[src/rtl/cache_mem_arbiter_pkg.sv]
// Shared types for the cache-side DataMemory arbiter: FSM encoding and client index.
package cache_mem_arbiter_pkg;

  localparam int NUM_CLIENTS = 2;
  localparam int CNT_W       = 32;

  typedef enum logic [1:0] {
    ST_IDLE  = 2'b00,
    ST_ISSUE = 2'b01,
    ST_WAIT  = 2'b10
  } arb_state_t;

  typedef logic client_t;

  localparam client_t CLIENT_I = 1'b0;
  localparam client_t CLIENT_D = 1'b1;

endpackage

[src/rtl/rr_arbiter2.sv]
// Combinational 2-way round-robin grant; on a tie the client that did not win last time goes.
module rr_arbiter2
  import cache_mem_arbiter_pkg::*;
(
  input  logic [1:0] req,
  input  client_t    last_grant,
  output logic       gnt_vld,
  output client_t    gnt
);

  always_comb begin
    gnt = CLIENT_I;
    if (req == 2'b11) gnt = client_t'(~last_grant);
    else if (req[1])  gnt = CLIENT_D;
  end

  assign gnt_vld = |req;

endmodule

[src/rtl/cache_mem_arbiter.sv]
// Shares one line-granular DataMemory between the I-cache (client 0) and D-cache (client 1).
// One transaction in flight; client requests are latched and then replayed to memory.
module cache_mem_arbiter
  import cache_mem_arbiter_pkg::*;
#(
  parameter int LINE_SIZE = 16,
  parameter int ADDR_W    = 32
) (
  input  logic                   clk,
  input  logic                   reset,
  input  logic                   c0_is_input_valid,
  input  logic [ADDR_W-1:0]      c0_addr,
  input  logic                   c0_mem_read,
  input  logic                   c0_mem_write,
  input  logic [LINE_SIZE*8-1:0] c0_din,
  output logic                   c0_is_output_valid,
  output logic [LINE_SIZE*8-1:0] c0_dout,
  output logic                   c0_mem_ready,
  input  logic                   c1_is_input_valid,
  input  logic [ADDR_W-1:0]      c1_addr,
  input  logic                   c1_mem_read,
  input  logic                   c1_mem_write,
  input  logic [LINE_SIZE*8-1:0] c1_din,
  output logic                   c1_is_output_valid,
  output logic [LINE_SIZE*8-1:0] c1_dout,
  output logic                   c1_mem_ready,
  output logic                   m_is_input_valid,
  output logic [ADDR_W-1:0]      m_addr,
  output logic                   m_mem_read,
  output logic                   m_mem_write,
  output logic [LINE_SIZE*8-1:0] m_din,
  input  logic                   m_is_output_valid,
  input  logic [LINE_SIZE*8-1:0] m_dout,
  input  logic                   m_mem_ready,
  output logic [CNT_W-1:0]       grant_count0,
  output logic [CNT_W-1:0]       grant_count1,
  output logic [CNT_W-1:0]       contention_count
);

  localparam int DW = LINE_SIZE * 8;

  arb_state_t state_q, state_d;
  client_t    owner_q, last_grant_q, gnt;
  logic       gnt_vld, accept, in_idle, rsp_vld, lat_wr_q;

  logic [ADDR_W-1:0] lat_addr_q;
  logic [DW-1:0]     lat_din_q;

  logic [NUM_CLIENTS-1:0][CNT_W-1:0] grant_cnt_q;
  logic [CNT_W-1:0]                  cont_cnt_q;

  // Arbitration keys off mem_read|mem_write: clients gate valid with ready, so
  // using valid here would close a combinational loop.
  logic [NUM_CLIENTS-1:0]             req, c_vld, c_wr, c_rdy;
  logic [NUM_CLIENTS-1:0][ADDR_W-1:0] c_addr;
  logic [NUM_CLIENTS-1:0][DW-1:0]     c_din;

  assign req    = {c1_mem_read | c1_mem_write, c0_mem_read | c0_mem_write};
  assign c_vld  = {c1_is_input_valid, c0_is_input_valid};
  assign c_wr   = {c1_mem_write, c0_mem_write};
  assign c_addr = {c1_addr, c0_addr};
  assign c_din  = {c1_din, c0_din};

  rr_arbiter2 u_rr (
    .req        (req),
    .last_grant (last_grant_q),
    .gnt_vld    (gnt_vld),
    .gnt        (gnt)
  );

  assign in_idle = (state_q == ST_IDLE);
  assign c_rdy   = (reset && in_idle && gnt_vld) ? (2'b01 << gnt) : 2'b00;
  assign accept  = |(c_rdy & c_vld);

  assign c0_mem_ready = c_rdy[0];
  assign c1_mem_ready = c_rdy[1];

  always_comb begin
    state_d            = state_q;
    m_is_input_valid   = 1'b0;
    m_mem_read         = 1'b0;
    m_mem_write        = 1'b0;
    rsp_vld            = 1'b0;
    unique case (state_q)
      ST_IDLE: begin
        if (accept) state_d = ST_ISSUE;
      end
      ST_ISSUE: begin
        m_is_input_valid = reset & m_mem_ready;
        m_mem_read       = ~lat_wr_q;
        m_mem_write      = lat_wr_q;
        // Writes are posted: the client already saw completion at acceptance.
        if (m_mem_ready) state_d = lat_wr_q ? ST_IDLE : ST_WAIT;
      end
      ST_WAIT: begin
        m_mem_read = 1'b1;
        rsp_vld    = reset & m_is_output_valid;
        if (m_is_output_valid) state_d = ST_IDLE;
      end
      default: state_d = ST_IDLE;
    endcase
  end

  assign m_addr = lat_addr_q;
  assign m_din  = lat_din_q;

  assign c0_is_output_valid = rsp_vld && (owner_q == CLIENT_I);
  assign c1_is_output_valid = rsp_vld && (owner_q == CLIENT_D);
  assign c0_dout            = c0_is_output_valid ? m_dout : '0;
  assign c1_dout            = c1_is_output_valid ? m_dout : '0;

  always_ff @(posedge clk) begin
    if (!reset) begin
      state_q      <= ST_IDLE;
      owner_q      <= CLIENT_I;
      last_grant_q <= CLIENT_D;
      lat_addr_q   <= '0;
      lat_din_q    <= '0;
      lat_wr_q     <= 1'b0;
      grant_cnt_q  <= '0;
      cont_cnt_q   <= '0;
    end else begin
      state_q <= state_d;
      if (accept) begin
        owner_q          <= gnt;
        last_grant_q     <= gnt;
        lat_addr_q       <= c_addr[gnt];
        lat_din_q        <= c_din[gnt];
        lat_wr_q         <= c_wr[gnt];
        grant_cnt_q[gnt] <= grant_cnt_q[gnt] + 1'b1;
      end
      if (in_idle && (&req)) cont_cnt_q <= cont_cnt_q + 1'b1;
    end
  end

  assign grant_count0     = grant_cnt_q[0];
  assign grant_count1     = grant_cnt_q[1];
  assign contention_count = cont_cnt_q;

endmodule

[config.mk]
export PLATFORM = sky130hd
export DESIGN_NAME = cache_mem_arbiter
export DESIGN_NICKNAME = d
export VERILOG_FILES = /design/src/rtl/cache_mem_arbiter_pkg.sv /design/src/rtl/rr_arbiter2.sv /design/src/rtl/cache_mem_arbiter.sv
export SDC_FILE = /design/constraint.sdc
export NUM_CORES = 1
export LEC_CHECK = 0
export ABC_AREA = 1
export ABC_CLOCK_PERIOD_IN_PS = 2500
export CORE_AREA = 3 3 376 378
export CTS_BUF_LIST = sky130_fd_sc_hd__clkbuf_8
export DETAILED_ROUTE_END_ITERATION = 8
export DIE_AREA = 0 0 379 381
export MAX_ROUTING_LAYER = met4
export PLACE_DENSITY_LB_ADDON = 0.3
export SYNTH_ARGS = -nofsm -noshare
export SYNTH_HDL_FRONTEND = slang
export SYNTH_SLANG_ARGS = --single-unit
[constraint.sdc]
create_clock -name clk -period 2.5 [get_ports clk]
set_clock_uncertainty 0.1 [all_clocks]
set_input_delay 0.5 -clock clk [delete_from_list [all_inputs] [get_ports clk]]
set_output_delay 0.5 -clock clk [all_outputs]
set_load 0.01 [all_outputs]
==> results.toml <==
[logic_synthesis]
ys_types = 41
synth_compound_area_frac = 0.167
synth_top_family_by_area = "simple AND/OR/NAND/NOR gates"
synth_enable_flop_cells = 0
yosysTopAreaCell = "dfxtp_1"
synth_flop_cell = "dfxtp_1"
synth_area_leaders = "dfxtp_1 37%, nand2_1 19%, nor2_1 9.1%"
synth_area_per_cell_um2 = 6.32
async_flop_share = 0
synth_fa_ha_area_frac = 0.00527
syn_inst = 2255
yosysWarnings = 0
yosys.area.top_type_share = 0.367
synth-xor-area-share = 0.00922
synth_simple_gate_area_frac = 0.341
seq_area_frac_synth = 0.367
synth_area_mm2 = 0.0142
syn_nets = 2719
synth-seq-cells = 261
synth.area.mux_share = 0

[clock_tree]
clk_path_buf_depth = 3
clockRootBuffer = "clkbuf_8"
numCtsBuffers = 58
cts_tree = "yes"
h-tree-depth = 2
clock_latency_ns = 0.70
numClockSinks = 261
cts_hold_buffers = 0
clk_pin_slew_ns = 0.06

[layout]
multi_input_area_mm2 = 0.00786
nNetsFinal = 3867
final_cell_mix = "711 x clkdlybuf4s50_1, 706 x nand2_1, 261 x inv_1, 259 x dfxtp_1, 240 x nor2_1"
final-seq-area_mm2 = 0.00523
final_core_util = 0.209
layout_commonest_cell = "clkdlybuf4s50_1"
drive_gt1_frac = 0.216
design_area_mm2 = 0.0288
syn2layout_area_growth_pct = 102
num-fill-cells = 15670
final_cells = 5272

[worst_setup_path]
end_kind = "output pin"
cp_cell_sequence = "inv_2 > ha_4 > nand3_4 > nor2_4 > buf_12 > inv_16 > buf_16 > buf_4 > nor2_4 > buf_6"
critical_path_required_ns = 1.90
critical-path-top-delay-family = "buffers and inverters"
rr_endpoint = "m_din[18]"
crit_path_start = "state_q[0]"
cp-start-kind = "register"
crit_path_end = "c1_dout[124]"
critPathKind = "reg -> out"
crit_path_frequent_cell = "nor2_4"
path_max_fanout = 13
ff2ff_setup_slack_ns = 0.04
max_stage_delay_ns = 0.32
crit_buf_inv = 6
critical_path_arrival_ns = 2.26
crit_slowest_cell = "dfxtp_2"
r2r-start = "state_q[0]"
path_depth = 10
r2r_cells = 14

[route]
viasPerCell = 3.73
wl_per_cell_um = 23.2
drcViolationCount = 0
wirelength_um = 122000
first_iter_violations = 1214
dr.pass1.iters = 5
vias = 19656
drt.antenna.violating_nets = 0

[hold_path]
hp-start = "c1_din[74]"
hold_path_class = "in -> reg"
whs_path_depth = 2

[pwr]
power_mw = 15.7
cellPowerDensity_mw_per_mm2 = 547
p_leak_nw = 13.0
ir_drop_mv = 0.363

[die]
num_io_pins = 977
die-area_mm2 = 0.144
initial_core_util = 0.103
fp.dieH_um = 381
die_x_um = 379
fp-row-count = 136
core_mm2 = 0.138

[timing]
worst_pin_slew_ns = 0.558
min_period_over_period = 1.14
maxSlewHeadroom = 0.628
period_needed_ns = 2.86
fin_ws_ns = -0.361
setup_viol = 262
max_freq_mhz = 349
fin_tns_setup_ns = -62.27
report.final.slew_viol_count = 0
hold_violations = 0
hold_slack_ns = 0.253
grt_setup_unrepaired = "yes"

[global_routing]
track_usage = 0.166
antenna_found_initial = 53
grt_pass1_wl_um = 161000
grt_max_degree = 56
grt_pass1_vias = 19250
grt_overflow = 0

[run]
maxCapViolations = 0

[place]
dp_hpwl_um = 100000
port_buffers = 976
pre_cts_slack_ns = -0.868
place_inst = 5120
dpl-instance-area_mm2 = 0.0277
place.gp.congestion = 0.924

[outcome]
violations = "negative setup slack"
outcome = "complete, but fails checks"
## layer usage
metal | global-route usage | vias up | part of all wire
met5 | - | - | 0
met4 | 0.0804 | 0 | 0.043
met3 | 0.0531 | 208 | 0.086
met2 | 0.282 | 912 | 0.50
met1 | 0.173 | 9110 | 0.37
li1 | - | 9426 | -
## worst min path at each step
stage,to,slack (ns)
6_report,m_din[74],0.25
5_1_grt,m_din[126],0.17
4_1_cts,m_din[126],0.13
3_5_place_dp,m_din[25],0.36
3_3_place_gp,m_din[7],0.36
2_1_floorplan,owner_q,0.36
## where the power goes
group / switching (mW) / internal, mW / total, mW
Combinational: 2.86 / 2.67 / 5.54
Clock: 2.35 / 2.84 / 5.18
Sequential: 0.352 / 4.67 / 5.02
## state kept, by name, summed over array words and instances (netlist names)
register and cells:
m_addr 32, last_grant_q 1, lat_wr_q 1, grant_count0 32, contention_count 32, m_din 128, owner_q 1, state_q 2
grant_count1 32
## cells in the mapped netlist (all sizes together), types with 6 or more instances
library cell	n
o21ai	48
nor3	18
xor2	10
nor2	359
ha	6
a21o	111
dfxtp	261
buf	64
a31oi	51
nand4	8
nand2	719
clkbuf	66
o21a	14
nand3	89
a21oi	147
inv	253
## final cells by class
class | instances | area share
antenna | 30 | 0.00261
sequential | 261 | 0.182
clock buffer | 73 | 0.0349
multi-input combinational | 1611 | 0.273
timing repair buffer | 1217 | 0.388
tap | 1794 | 0.0779
timing repair inverter | 1 | 0.000391
clock inverter | 32 | 0.00743
inverter | 253 | 0.0348
## cell families after synthesis
group / Yosys count
and+or+nand+nor: 1203
AOI/OAI and AO/OA: 387
buffers and inverters: 383
DFF: 261
xor gates and xnor gates: 15
adders and majority gates: 6
## repair_timing
item / CTS / global route
resized for setup: 701 / 490
gates cloned: 4 / 4
endpoints found under the setup margin: 415 / 411
pin swaps: 5 / 3
buffers inserted: 5 / 4
Note: power is estimated with default switching activity, not from simulation.
